`config.mk`:
```
export PLATFORM = sky130hd
export DESIGN_NAME = mux16_rr_sched_flat
export DESIGN_NICKNAME = d
export VERILOG_FILES = /design/src/rtl/mux16_rr_sched_if.sv /design/src/rtl/mux16_rr_sched.sv /design/src/flat_wrapper.sv
export SDC_FILE = /design/constraint.sdc
export NUM_CORES = 1
export LEC_CHECK = 0
export BUFFER_PORTS_ARGS = -buffer_cell sky130_fd_sc_hd__buf_2
export CAP_MARGIN = 20
export CORE_MARGIN = 8
export CORE_UTILIZATION = 52
export CTS_BUF_LIST = sky130_fd_sc_hd__clkbuf_4
export DETAILED_ROUTE_END_ITERATION = 6
export PLACE_DENSITY = 0.73
export SYNTH_ARGS = -nofsm -noshare
export SYNTH_HDL_FRONTEND = slang
export SYNTH_SLANG_ARGS = --single-unit
```
`constraint.sdc`:
```
create_clock -name clk -period 7.71 [get_ports clk]
set_input_delay 0.3855 -clock clk [delete_from_list [all_inputs] [get_ports clk]]
set_output_delay 0.3855 -clock clk [all_outputs]
set_load 0.02 [all_outputs]
```
`src/rtl/mux16_rr_sched_if.sv`:
```
// ============================================================================
// Module   : mux16_rr_sched_if
// Brief    : Requester / shared-mux / downstream bundle for mux16_rr_sched.
// Revision : 1.0 - initial release
// ============================================================================
`default_nettype none

interface mux16_rr_sched_if #(
  parameter int WIDTH = 8
);
  logic [15:0]      req;
  logic [15:0]      gnt;
  logic [3:0]       sel;
  logic [WIDTH-1:0] mux_in;
  logic [WIDTH-1:0] out_data;
  logic             out_valid;
  logic             out_ready;
  logic             busy;

  // master = the scheduler, slave = requesters, mux and downstream sink
  modport master (
    input  req, mux_in, out_ready,
    output gnt, sel, out_data, out_valid, busy
  );

  modport slave (
    output req, mux_in, out_ready,
    input  gnt, sel, out_data, out_valid, busy
  );
endinterface

`default_nettype wire

```
`src/rtl/mux16_rr_sched.sv`:
```
// ============================================================================
// Module   : mux16_rr_sched
// Brief    : Round-robin owner of the shared 16:1 result mux, with a
//            valid/ready output slice. Optional burst mode: MUX_SCHED_BURST_EN.
// Revision : 1.0 - initial release
// ============================================================================
`default_nettype none

module mux16_rr_sched #(
  parameter int WIDTH     = 8,
  parameter int MAX_BURST = 4
) (
  input  wire logic         clk,
  input  wire logic         rst_n,
  mux16_rr_sched_if.master  bus
);

  localparam logic [1:0] c_st_idle = 2'd0;
  localparam logic [1:0] c_st_xfer = 2'd1;
  localparam logic [1:0] c_st_hold = 2'd2;

  logic [1:0]       r_state;
  logic [1:0]       w_state_nxt;
  logic [3:0]       r_ptr;
  logic [3:0]       r_sel;
  logic [15:0]      r_gnt;
  logic [WIDTH-1:0] r_out_data;
  logic             r_out_valid;

  logic [3:0]       w_winner;
  logic [3:0]       w_idx;
  logic             w_found;
  logic             w_load_sel;
  logic             w_capture;
  logic             w_accept;
  logic             w_burst_go;

  // The burst counter is 3 bits wide, so a larger limit cannot be honoured.
  generate
    if (MAX_BURST < 1 || MAX_BURST > 8) begin : g_bad_max_burst
      $error("mux16_rr_sched: MAX_BURST must be in 1..8");
    end
  endgenerate

  // First set request at or after r_ptr, wrapping modulo 16.
  always_comb begin
    w_found  = 1'b0;
    w_winner = r_ptr;
    w_idx    = r_ptr;
    for (int i = 0; i < 16; i++) begin
      w_idx = r_ptr + 4'(i);
      if (!w_found && bus.req[w_idx]) begin
        w_found  = 1'b1;
        w_winner = w_idx;
      end
    end
  end

  always_ff @(posedge clk or negedge rst_n) begin
    if (!rst_n) begin
      r_state <= c_st_idle;
    end else begin
      r_state <= w_state_nxt;
    end
  end

  always_comb begin
    w_state_nxt = r_state;
    case (r_state)
      c_st_idle: if (w_found) w_state_nxt = c_st_xfer;
      c_st_xfer: w_state_nxt = c_st_hold;
      c_st_hold: if (w_accept) w_state_nxt = w_burst_go ? c_st_xfer : c_st_idle;
      default:   w_state_nxt = c_st_idle;
    endcase
  end

  always_comb begin
    w_load_sel = 1'b0;
    w_capture  = 1'b0;
    w_accept   = 1'b0;
    case (r_state)
      c_st_idle: w_load_sel = w_found;
      c_st_xfer: w_capture  = 1'b1;
      c_st_hold: w_accept   = r_out_valid && bus.out_ready;
      default: ;
    endcase
  end

`ifdef MUX_SCHED_BURST_EN
  localparam logic [2:0] c_cnt_last = 3'(MAX_BURST - 1);

  logic [2:0] r_cnt;

  // Stay on the current owner while it still requests and has burst budget.
  assign w_burst_go = bus.req[r_sel] && (r_cnt < c_cnt_last);

  always_ff @(posedge clk or negedge rst_n) begin
    if (!rst_n) begin
      r_cnt <= 3'd0;
    end else if (w_load_sel) begin
      r_cnt <= 3'd0;
    end else if (w_accept) begin
      r_cnt <= w_burst_go ? r_cnt + 3'd1 : 3'd0;
    end
  end
`else
  assign w_burst_go = 1'b0;
`endif

  always_ff @(posedge clk or negedge rst_n) begin
    if (!rst_n) begin
      r_ptr       <= 4'd0;
      r_sel       <= 4'd0;
      r_gnt       <= 16'd0;
      r_out_data  <= '0;
      r_out_valid <= 1'b0;
    end else begin
      r_gnt <= 16'd0;
      if (w_load_sel) begin
        r_sel <= w_winner;
      end
      if (w_capture) begin
        r_out_data  <= bus.mux_in;
        r_out_valid <= 1'b1;
        r_gnt       <= 16'd1 << r_sel;
      end
      if (w_accept) begin
        r_out_valid <= 1'b0;
        if (!w_burst_go) begin
          r_ptr <= r_sel + 4'd1;
        end
      end
    end
  end

  assign bus.gnt       = r_gnt;
  assign bus.sel       = r_sel;
  assign bus.out_data  = r_out_data;
  assign bus.out_valid = r_out_valid;
  assign bus.busy      = (r_state != c_st_idle);

endmodule

`default_nettype wire

```
`src/flat_wrapper.sv`:
```
// flat-port wrapper written by rule: the top's interface ports become plain ports
module mux16_rr_sched_flat 
#(
  parameter int WIDTH     = 8,
  parameter int MAX_BURST = 4
)
  (clk, rst_n, bus_req, bus_mux_in, bus_out_ready, bus_gnt, bus_sel, bus_out_data, bus_out_valid, bus_busy);
  mux16_rr_sched_if #(.WIDTH(WIDTH)) bus_i ();
  input  wire logic clk;
  input  wire logic rst_n;
  input wire logic [$bits(bus_i.req)-1:0] bus_req;
  input wire logic [$bits(bus_i.mux_in)-1:0] bus_mux_in;
  input wire logic [$bits(bus_i.out_ready)-1:0] bus_out_ready;
  output wire logic [$bits(bus_i.gnt)-1:0] bus_gnt;
  output wire logic [$bits(bus_i.sel)-1:0] bus_sel;
  output wire logic [$bits(bus_i.out_data)-1:0] bus_out_data;
  output wire logic [$bits(bus_i.out_valid)-1:0] bus_out_valid;
  output wire logic [$bits(bus_i.busy)-1:0] bus_busy;
  assign bus_i.req = bus_req;
  assign bus_i.mux_in = bus_mux_in;
  assign bus_i.out_ready = bus_out_ready;
  assign bus_gnt = bus_i.gnt;
  assign bus_sel = bus_i.sel;
  assign bus_out_data = bus_i.out_data;
  assign bus_out_valid = bus_i.out_valid;
  assign bus_busy = bus_i.busy;
  mux16_rr_sched #(.WIDTH(WIDTH), .MAX_BURST(MAX_BURST)) u_core (.clk(clk), .rst_n(rst_n), .bus(bus_i));
endmodule
```
==> results of run 1 <==
sequential cells by signal (all words and copies together), names as in the netlist:
signal and count:
u_core.bus.gnt 16, u_core.bus.out_data 8, u_core.bus.sel 4, u_core.r_ptr 4, u_core.r_state 2, u_core.bus.out_valid 1
cell usage in the layout (no fill, tap or decap), types with 3 or more instances in the layout:
| cell type | Yosys | routed |
|---|---|---|
| nand2_1 | 56 | 56 |
| buf_2 | 4 | 56 |
| mux2i_1 | 36 | 36 |
| dfrtp_1 | 35 | 35 |
| mux4_2 | 25 | 25 |
| mux2_2 | 23 | 23 |
| nor2_1 | 20 | 20 |
| o21ai_0 | 17 | 17 |
| a21oi_1 | 14 | 14 |
| ha_1 | 13 | 13 |
| and3_1 | 12 | 12 |
| a22oi_1 | 11 | 11 |
| inv_1 | 10 | 10 |
| nor3_1 | 8 | 8 |
| nand3_1 | 8 | 8 |
| nand2b_1 | 7 | 7 |
| and2_1 | 6 | 6 |
| xnor2_1 | 6 | 6 |
| a21boi_0 | 5 | 5 |
| clkbuf_4 | 0 | 5 |
| mux2_1 | 4 | 4 |
| o22ai_1 | 4 | 4 |
| o31ai_1 | 4 | 4 |
| a211oi_1 | 4 | 4 |
| nor2b_1 | 3 | 3 |
| xor2_1 | 3 | 3 |
| and3b_1 | 3 | 3 |
| nand3b_1 | 3 | 3 |
| o211ai_1 | 3 | 3 |
| a221oi_1 | 3 | 3 |
| o221ai_1 | 3 | 3 |
| o21a_1 | 3 | 3 |
| nand4_1 | 3 | 3 |
| o32ai_1 | 3 | 3 |
| a31oi_1 | 3 | 3 |
final timing paths:
kind	startpoint	cells after the start	endpoint
worst min-delay path	rst_n	1	u_core.bus.gnt[11]
worst max register to register	u_core.r_ptr[1]	10	u_core.bus.sel[0]
max in group asynchronous	rst_n	1	u_core.r_ptr[1]
min in group clk	bus_mux_in[2]	3	u_core.bus.out_data[2]
worst max-delay path	u_core.r_ptr[1]	10	u_core.bus.sel[0]
worst min register to register	u_core.bus.out_data[5]	2	u_core.bus.out_data[5]
power by group through the flow:
stage	combinational (mW)	clock, mW	sequential, mW
6_report	0.0931	0.131	0.186
5_1_grt	0.101	0.142	0.186
4_1_cts	0.0913	0.133	0.186
3_5_place_dp	0.0909	0	0.189
3_3_place_gp	0.0904	0	0.189
2_1_floorplan	0.0574	0	0.190
logic make-up after synthesis:
group | Yosys count
fa+ha+maj | 13
flops | 35
xor+xnor | 10
simple gates | 139
mux | 92
compound gates | 98
buf+inv | 35
per-stage QoR:
step	hold WS (ns)	util [%]
4_1_cts	0.120	58.0
3_3_place_gp	0.454	57.0
5_1_grt	0.157	58.0
3_5_place_dp	0.456	57.0
2_1_floorplan	0.0899	-
6_report	0.109	58.0
synthesized netlist by cell type, drive strengths merged (2+ instances only):
cell type  number
mux2           27
inv            11
o31ai           5
o32ai           4
buf            12
and2            6
nand4b          2
and3           12
a211oi          4
a22oi          11
a221oi          3
o22ai           4
xor2            3
nor2b           3
o221a           2
o21a            3
ha             13
o311ai          2
nand2b          7
or2             2
a21oi          14
nand3           8
a21boi          5
dfrtp          35
nor3            9
a22o            2
mux2i          38
o211ai          3
nand4           4
nand3b          3
a31oi           3
and3b           3
o221ai          3
xnor2           7
mux4           27
nand2          56
o21ai          17
a211o           2
o21bai          2
clkbuf         11
nor2           21
final cells by class:
type / count / area (um^2)
multi-input combinational: 352 / 2990
fill: 731 / 3190
inverter: 12 / 45.0
sequential: 35 / 876
tap: 102 / 128
timing repair buffer: 58 / 295
clock inverter: 3 / 43.8
clock buffer: 5 / 37.5
layer usage:
layer  global-route usage (%)  wire length, um  vias to the layer above
met5                        0                0                        -
met4                     10.3              452                        0
met3                     3.10              806                       27
met2                     35.3             5790                      187
met1                     28.3             4980                     1823
li1                         -                -                     1711
==> summary.txt, run 1 <==
Synth
  • Dominant cells by area after synthesis: dfrtp_1 22%, mux4_2 14%, mux2i_1 8.9%
  • Synth Area in Simple Gates: between 15 and 20%
  • Sequential-to-total area share from yosys stat: 21.7%
  • Yosys top cell area share: between 20% and 30%
  • Main combinational cell family by area after synthesis: multiplexers
  • Synth Net Count: between 400 and 500
  • Mean Syn Cell Area: 9.56 um^2
  • Async S/R FF share, synth: between 90% and 100%
  • Synth Area in Compound Gates: ~18%
  • Ys Warns: 0
  • Number of distinct library cells after synthesis: slightly below 70
  • Synth Area in XOR/XNOR: 2.36%
  • Adder-cell share of the synthesized area: 4.03%
  • Cells after Synth: 422
  • Cell accounting for the most synthesized area: dfrtp_1
  • Number of synthesized register bits: 35
  • Post-synthesis mux area share: 32.6%
  • EDFF count, synth: 0
  • Synthesized area: a little over 4000 um^2
  • Ys flop type: dfrtp_1

Die
  • Die height: between 100 and 150 um
  • Die W: 104 um
  • Rows: 32
  • Core area: 7610 um^2
  • IO Count: 57
  • Total die area: 10800 um^2
  • Initial core utilization: 53.0%

Global routing
  • Overflow after GRT: 0
  • Global Route Usage Sum: 21.9%
  • First-pass GRT wire length: around 20 mm
  • Pin count of the biggest net entering global routing: 36
  • Initial antenna violation count: 0
  • Vias in the first global route: around 3600

Timing
  • Number of setup violations in the final report: 0
  • Worst slew pin tran: 1.04 ns
  • Relative slew slack: 30.5%
  • Final min period: between 4 and 5 ns
  • Setup WS post-layout: 2.92 ns
  • Final Slew Violations: 0
  • Setup total negative slack: 0 ns
  • Crit share post-route: 62.1%
  • RSZ-0062 raised after global routing: false
  • FMAX: 209 MHz
  • Endpoints failing hold: 0
  • Clock Skews: ~0.0066 ns

Clocking
  • Setup Buffers After CTS: 0
  • Worst-Skew Late Latency: 0.33 ns
  • Total CTS buffers: 5
  • Clock Sinks: 35
  • Clk pin slew, worst setup/hold paths: around 0.11 ns
  • Clock Path Buffers: 2
  • Clk Tree Root Cell: clkbuf_4
  • Htree depth: 2
  • Hold buffers post-CTS: 0
  • CTS resizes: 0
  • TritonCTS clock tree: done

Cells and area
  • # diodes: 0
  • Final non-filler cell area: 4410 um^2
  • Layout cells sized above 1: between 20% and 30%
  • Nets: 504
  • Synthesis-to-layout area growth: 9.40%
  • Non-Filler Instances: 567

Setup path
  • Worst R2R Setup Slack: 2.92 ns
  • Startpoint types: register
  • CP max stage delay: 0.86 ns
  • Critical Path RT: 7.95 ns
  • CP endpoint kind: register
  • WP buf/inv: 3
  • Max Fanout on Critical Path: 18
  • Delay-heaviest family, CP: multiplexers
  • CP Cell Sequence: inv_2 -> ha_1 -> clkinv_1 -> mux4_2 -> mux2i_1 -> nor2_1 -> inv_1 -> nor3_2 -> or4_1 -> o311ai_1
  • Critical path class: reg -> reg
  • CP max-delay cell: ha_1
  • CP arrival: approximately 5.0 ns

Power
  • Switching part of the total: 29.2%
  • Peak VDD IR: 79.9 uV
  • Seq pwr share: 45.3%
  • Clk pwr share: a little under a third
  • Leak: 1.82 nW
  • Power Total: 0.409 mW
  • Internal power: 0.290 mW
  • Power Density: about 90 nW/um^2
  • Net Switching: around 0.12 mW
  • Comb pwr share: approximately 23%

Detailed routing
  • DRT iter0 DRCs: 298
  • Router iterations before antenna repair: 5
  • Via count: between 3000 and 4000
  • Post-DR wirelength/cell: around 21 um
  • DRC: 0
  • Vias/cell: 6.61
  • Post-route ant nets: 0
  • Routed wire length: 12.0 mm

Place
  • DP Cell Count: 559
  • GP Congestion: 0.978
  • Port buffer count: 56
  • Cell Area, Placed: 4330 um^2
  • HPWL Detailed: ~9.3 mm
  • Pre-CTS setup slack: 2.96 ns

Min path
  • Worst Hold Class: in -> async

Status
  • Status: finished clean

Job
  • Max-Cap Viols: 0
Note: power is estimated with default switching activity, not from simulation.
==> run 2, diff against run 1 <==
Clock period 7.71 ns to 4.9 ns, I/O delays scaled along.
==> run 2 against run 1 <==
Sequential share of layout area fell by 0.26 points. Final area rose by 1.3%. Register-to-register slack got worse by 2.1 ns. Global-route usage fell by 0.80 points.
==> summary.txt, run 2 (synthesis results as in run 1) <==
Status
  • Status: finished clean

Min path
  • Hold Crit Start: bus_mux_in[7]
  • Worst Hold Class: in -> reg
  • Hold path depth: 3
  • End of the worst hold path: u_core.bus.out_data[7]

Detailed routing
  • DRC: 0 (unchanged)
  • Via count: 3769 (+0.56%)
  • Post-DR wirelength/cell: 20.6 um (-2.8%)
  • Post-route ant nets: 0 (unchanged)
  • DRT iter0 DRCs: 319 (+7.0%)
  • Router iterations before antenna repair: 7 (+2)
  • Vias/cell: 6.54 (-1.0%)
  • Routed wire length: 11.9 mm (-1.3%)

Timing
  • Number of setup violations in the final report: 0 (unchanged)
  • Endpoints failing hold: 0 (unchanged)
  • Hold slack: 0.102 ns (-0.00669 ns)
  • Setup WS post-layout: 0.808 ns (-2.12 ns)
  • Setup total negative slack: 0 ns (unchanged)
  • Crit share post-route: 83.5% (+21 points)
  • Relative slew slack: 36.3% (+5.8 points)
  • Clock Skews: 0.0126 ns (+0.00604 ns)
  • Final min period: 4.09 ns (-0.694 ns)
  • RSZ-0062 raised after global routing: false
  • Final Slew Violations: 0 (unchanged)
  • Worst slew pin tran: 0.949 ns (-0.0896 ns)
  • FMAX: 244 MHz (+17%)

Cells and area
  • Synthesis-to-layout area growth: 10.9%
  • Nets: 513 (+1.8%)
  • # diodes: 0 (unchanged)
  • Final non-filler cell area: 4470 um^2 (+1.3%)
  • Max reg flops: 16 (unchanged)
  • Layout cells sized above 1: 28.7% (+1.2 points)
  • Highest-count cells in the layout ignoring fill and taps: 56 x nand2_1, 56 x buf_2, 36 x mux2i_1

Global routing
  • First-pass GRT wire length: 18.9 mm (-3.6%)
  • Overflow after GRT: 0 (unchanged)
  • Vias in the first global route: 3637 (+1.3%)
  • Initial antenna violation count: 0 (unchanged)
  • Global Route Usage Sum: 21.1% (-0.80 points)
  • Pin count of the biggest net entering global routing: 36 (unchanged)

Die
  • Initial core utilization: 53.0% (unchanged)
  • IO Count: 57 (unchanged)
  • Total die area: 10800 um^2 (unchanged)
  • Die height: 104 um (unchanged)
  • Rows: 32 (unchanged)
  • Core area: 7610 um^2 (unchanged)
  • Die W: 104 um (unchanged)

Clocking
  • Clk pin slew, worst setup/hold paths: 0.10 ns (about the same)
  • Clock Sinks: 35 (unchanged)
  • Htree depth: 2 (unchanged)
  • TritonCTS clock tree: done
  • Clk Tree Root Cell: clkbuf_4
  • Setup Buffers After CTS: 0 (unchanged)
  • Clock Path Buffers: 2 (unchanged)
  • CTS resizes: 0 (unchanged)
  • Worst-Skew Late Latency: 0.33 ns (about the same)
  • Total CTS buffers: 5 (unchanged)
  • Hold buffers post-CTS: 1 (+1)

Setup path
  • FF-to-FF Start: u_core.r_ptr[0]
  • Startpoint types: register
  • CP arrival: 4.32 ns (-0.71 ns)
  • Worst r2r path cells: 10 (unchanged)
  • Critical Path RT: 5.12 ns (-2.83 ns)
  • Max Fanout on Critical Path: 11 (-7)
  • Critical path class: reg -> reg
  • Worst Setup SP: u_core.r_ptr[0]
  • Worst r2r dst: u_core.bus.sel[0]
  • Worst R2R Setup Slack: 0.81 ns (-2.12 ns)
  • CP endpoint kind: register

Power
  • Leak: 1.86 nW (+2.0%)
  • Power Total: 0.596 mW (+46%)
  • Power Density: 133 nW/um^2 (+44%)
  • Peak VDD IR: 74.7 uV (-6.5%)

Place
  • GP Congestion: 0.998 (+2.1%)
  • Pre-CTS setup slack: 0.892 ns (-2.07 ns)
  • Cell Area, Placed: 4410 um^2 (+1.7%)
  • HPWL Detailed: 9.43 mm (+0.87%)
  • Port buffer count: 56 (unchanged)

Job
  • Max-Cap Viols: 0 (unchanged)
[run 2: how the worst max path moves through the flow]
stage | cells after the start | end
after floorplan | 12 | u_core.bus.sel[0]
after global placement | 9 | u_core.bus.sel[3]
after detailed placement | 10 | u_core.bus.sel[0]
after CTS | 10 | u_core.bus.sel[0]
after global routing | 10 | u_core.bus.sel[0]
final | 10 | u_core.bus.sel[0]
[run 2: stage by stage]
step / cells / utilization (%)
floorplan: 422 / -
global placement: 567 / 57.9
detailed placement: 567 / 57.9
CTS: 576 / 58.8
global route: 576 / 58.8
finish: 576 / 58.8
[run 2: layer usage]
metal  up-vias  wire [um]  GRT usage, %
met5         -          0             0
met4         0        430          8.69
met3        32        865          3.04
met2       206       5760          35.7
met1      1807       4820          26.3
li1       1724          -             -
[run 2: area by class of cell]
type | count | area, um^2
clock buffers | 6 | 45.0
clock inverters | 2 | 12.5
fillers | 688 | 3130
inverters | 12 | 45.0
multi-input cells | 352 | 2990
flip-flops and latches | 35 | 876
well taps | 102 | 128
repair buffers | 67 | 378
[run 2: power by group]
| group | internal [mW] | switching, mW | total (mW) | leakage [nW] |
|---|---|---|---|---|
| clock network | 0.0609 | 0.0950 | 0.156 | 0.0317 |
| registers | 0.290 | 0.00230 | 0.292 | 0.431 |
| logic | 0.0602 | 0.0883 | 0.148 | 1.39 |
[run 2: critical path, cell delays in order, from the launching register on]
cell and delay [ns]:
dfrtp_1 0.65, inv_1 0.11, ha_1 0.30, xnor2_1 0.77, buf_4 0.32, mux4_2 0.55, nand3b_1 0.17, or3_1 0.36
nor3_2 0.12, or4_1 0.53, o311ai_1 0.10
==> run 3, diff against run 2 <==
Settings changed: PLACE_DENSITY 0.73 to 0.76.
Clock period 4.9 ns to 3.5 ns, I/O delays scaled along.
==> run 3 against run 2 <==
Sequential power up 40%. Combinational power grew 58%. Utilization increased by 6.2 points. Setup slack got worse by 0.68 ns. Sequential cell count is the same. Wire length rose by 14%. Power is 45% higher. Sequential share of layout area shrank 1.9 points. Critical endpoint is now u_core.bus.sel[2]. Worst hold slack worse by 0.071 ns. Clock power increased by 41%. Final area grew 11%. Final cell count grew 8.0%.
==> summary.txt, run 3 (synthesis results as in run 1) <==
Detailed routing
  • DRT iter0 DRCs: 270 (-15%)
  • Vias/cell: 6.46 (-1.3%)
  • Routed wire length: 13.5 mm (+14%)
  • Via count: 4018 (+6.6%)
  • DRC: 0 (unchanged)
  • Post-DR wirelength/cell: 21.7 um (+5.5%)
  • Post-route ant nets: 0 (unchanged)
  • Router iterations before antenna repair: 5 (-2)

Cells and area
  • Max reg flops: 16 (unchanged)
  • # diodes: 0 (unchanged)
  • Highest-count cells in the layout ignoring fill and taps: 56 x nand2_1, 56 x buf_2, 53 x buf_4
  • Layout cells sized above 1: 37.9% (+9.2 points)
  • Non-Filler Instances: 622 (+8.0%)
  • Final non-filler cell area: 4940 um^2 (+11%)
  • Final Core Density: 65.0% (+6.2 points)
  • Synthesis-to-layout area growth: 22.5%
  • Nets: 559 (+9.0%)

Clocking
  • Clk Tree Root Cell: clkbuf_4
  • TritonCTS clock tree: done
  • Clock Path Buffers: 2 (unchanged)
  • Htree depth: 2 (unchanged)
  • Worst-Skew Late Latency: 0.33 ns (about the same)
  • Clock Sinks: 35 (unchanged)
  • Clk pin slew, worst setup/hold paths: 0.11 ns (about the same)
  • Total CTS buffers: 5 (unchanged)

Die
  • Die W: 104 um (unchanged)
  • Rows: 32 (unchanged)
  • IO Count: 57 (unchanged)
  • Core area: 7610 um^2 (unchanged)
  • Initial core utilization: 53.0% (unchanged)
  • Die height: 104 um (unchanged)
  • Total die area: 10800 um^2 (unchanged)

Setup path
  • WP buf/inv: 2 (unchanged)
  • CP arrival: 3.61 ns (-0.71 ns)
  • Worst R2R Setup Slack: 0.13 ns (-0.68 ns)
  • Most frequent CP cell: mux4_2
  • Critical path class: reg -> reg
  • Critical Path RT: 3.74 ns (-1.38 ns)
  • Delay-heaviest family, CP: multiplexers
  • CP max-delay cell: mux4_2
  • CP endpoint kind: register
  • Startpoint types: register
  • FF-to-FF Start: u_core.r_ptr[0]
  • Max Fanout on Critical Path: 14 (+3)
  • Worst r2r dst: u_core.bus.sel[2]
  • Worst r2r path cells: 10 (unchanged)
  • CP Cell Sequence: buf_12 -> buf_4 -> mux4_2 -> mux4_2 -> nor2_4 -> nand4_4 -> or3_4 -> o32ai_2 -> and3b_1 -> a22oi_1
  • CP max stage delay: 0.54 ns (-0.23 ns)

Timing
  • FMAX: 297 MHz (+21%)
  • Number of setup violations in the final report: 0 (unchanged)
  • Clock Skews: 0.00966 ns (-0.00296 ns)
  • Final Slew Violations: 0 (unchanged)
  • Worst slew pin tran: 0.795 ns (-0.154 ns)
  • Endpoints failing hold: 0 (unchanged)
  • RSZ-0062 raised after global routing: false
  • Relative slew slack: 46.9% (+11 points)
  • Setup WS post-layout: 0.130 ns (-0.678 ns)
  • Final min period: 3.37 ns (-0.722 ns)
  • Crit share post-route: 96.3% (+13 points)

Place
  • GP Congestion: 0.994 (-0.44%)
  • Port buffer count: 56 (unchanged)
  • Cell Area, Placed: 4740 um^2 (+7.6%)
  • DP Cell Count: 607 (+7.1%)
  • Pre-CTS setup slack: -0.0816 ns (-0.974 ns)
  • HPWL Detailed: 10.9 mm (+15%)

Global routing
  • Global Route Usage Sum: 24.3% (+3.2 points)
  • First-pass GRT wire length: 21.3 mm (+13%)
  • Pin count of the biggest net entering global routing: 36 (unchanged)
  • Initial antenna violation count: 0 (unchanged)
  • Overflow after GRT: 0 (unchanged)
  • Vias in the first global route: 3829 (+5.3%)

Power
  • Peak VDD IR: 154 uV (+110%)
  • Power Density: 175 nW/um^2 (+31%)
  • Power Total: 0.863 mW (+45%)
  • Leak: 2.13 nW (+15%)

Min path
  • Hold Crit Start: bus_mux_in[0]
  • Hold path depth: 3 (unchanged)
  • Worst Hold Class: in -> reg
  • End of the worst hold path: u_core.bus.out_data[0]

Job
  • Max-Cap Viols: 0 (unchanged)

Status
  • Status: finished clean
## run 3: metrics by stage
stage          hold slack (ns)   TNS (ns)
2_1_floorplan           -0.121   -0.00657
3_3_place_gp             0.277  -0.000856
3_5_place_dp             0.294     -0.223
4_1_cts                 0.0244          0
5_1_grt                 0.0357          0
6_report                0.0312          0
## run 3: worst max-delay path by stage
stage	startpoint	to	slack [ns]	depth (start not counted)
2_1_floorplan	u_core.r_ptr[0]	u_core.bus.sel[0]	-0.007	13
3_5_place_dp	u_core.r_ptr[0]	u_core.bus.sel[3]	-0.08	11
4_1_cts	u_core.r_ptr[0]	u_core.bus.sel[2]	0.04	13
3_3_place_gp	u_core.r_ptr[0]	u_core.bus.sel[2]	-0.0009	11
6_report	u_core.r_ptr[0]	u_core.bus.sel[2]	0.13	10
5_1_grt	u_core.r_ptr[0]	u_core.bus.sel[3]	0.004	10
## run 3: layout make-up
cell class / count / area (um^2)
well taps: 102 / 128
flip-flops and latches: 35 / 876
multi-input cells: 352 / 3110
inverters: 12 / 45.0
repair buffers: 113 / 731
fillers: 634 / 2660
clock buffers: 6 / 45.0
clock inverters: 2 / 12.5
## run 3: power by group
group | leakage (nW) | switching (mW) | internal [mW]
logic | 1.67 | 0.134 | 0.0996
clock network | 0.0317 | 0.135 | 0.0853
registers | 0.431 | 0.00370 | 0.406
## run 3: tightest hold or removal path: cells and delay by family
kind / cells / cell delay [ns]
and+or+nand+nor: 2 / 0.08
buffers and inverters: 1 / 0.07
## run 3: metal layers
| layer | share of wire, % | vias to the layer above | track usage, % |
|---|---|---|---|
| li1 | - | 1826 | - |
| met1 | 40 | 1934 | 31.2 |
| met2 | 47 | 212 | 39.4 |
| met3 | 8.2 | 46 | 3.84 |
| met4 | 4.5 | 0 | 10.8 |
| met5 | 0 | - | 0 |
## run 3: timing repair
item | CTS | global route
hold endpoints to repair | 35 | 0
pin swaps | 0 | 1
gates cloned | 0 | 0
gates resized for setup | 3 | 14
hold buffers | 1 | 0
buffers inserted | 0 | 6
endpoints found under the setup margin | 4 | 5
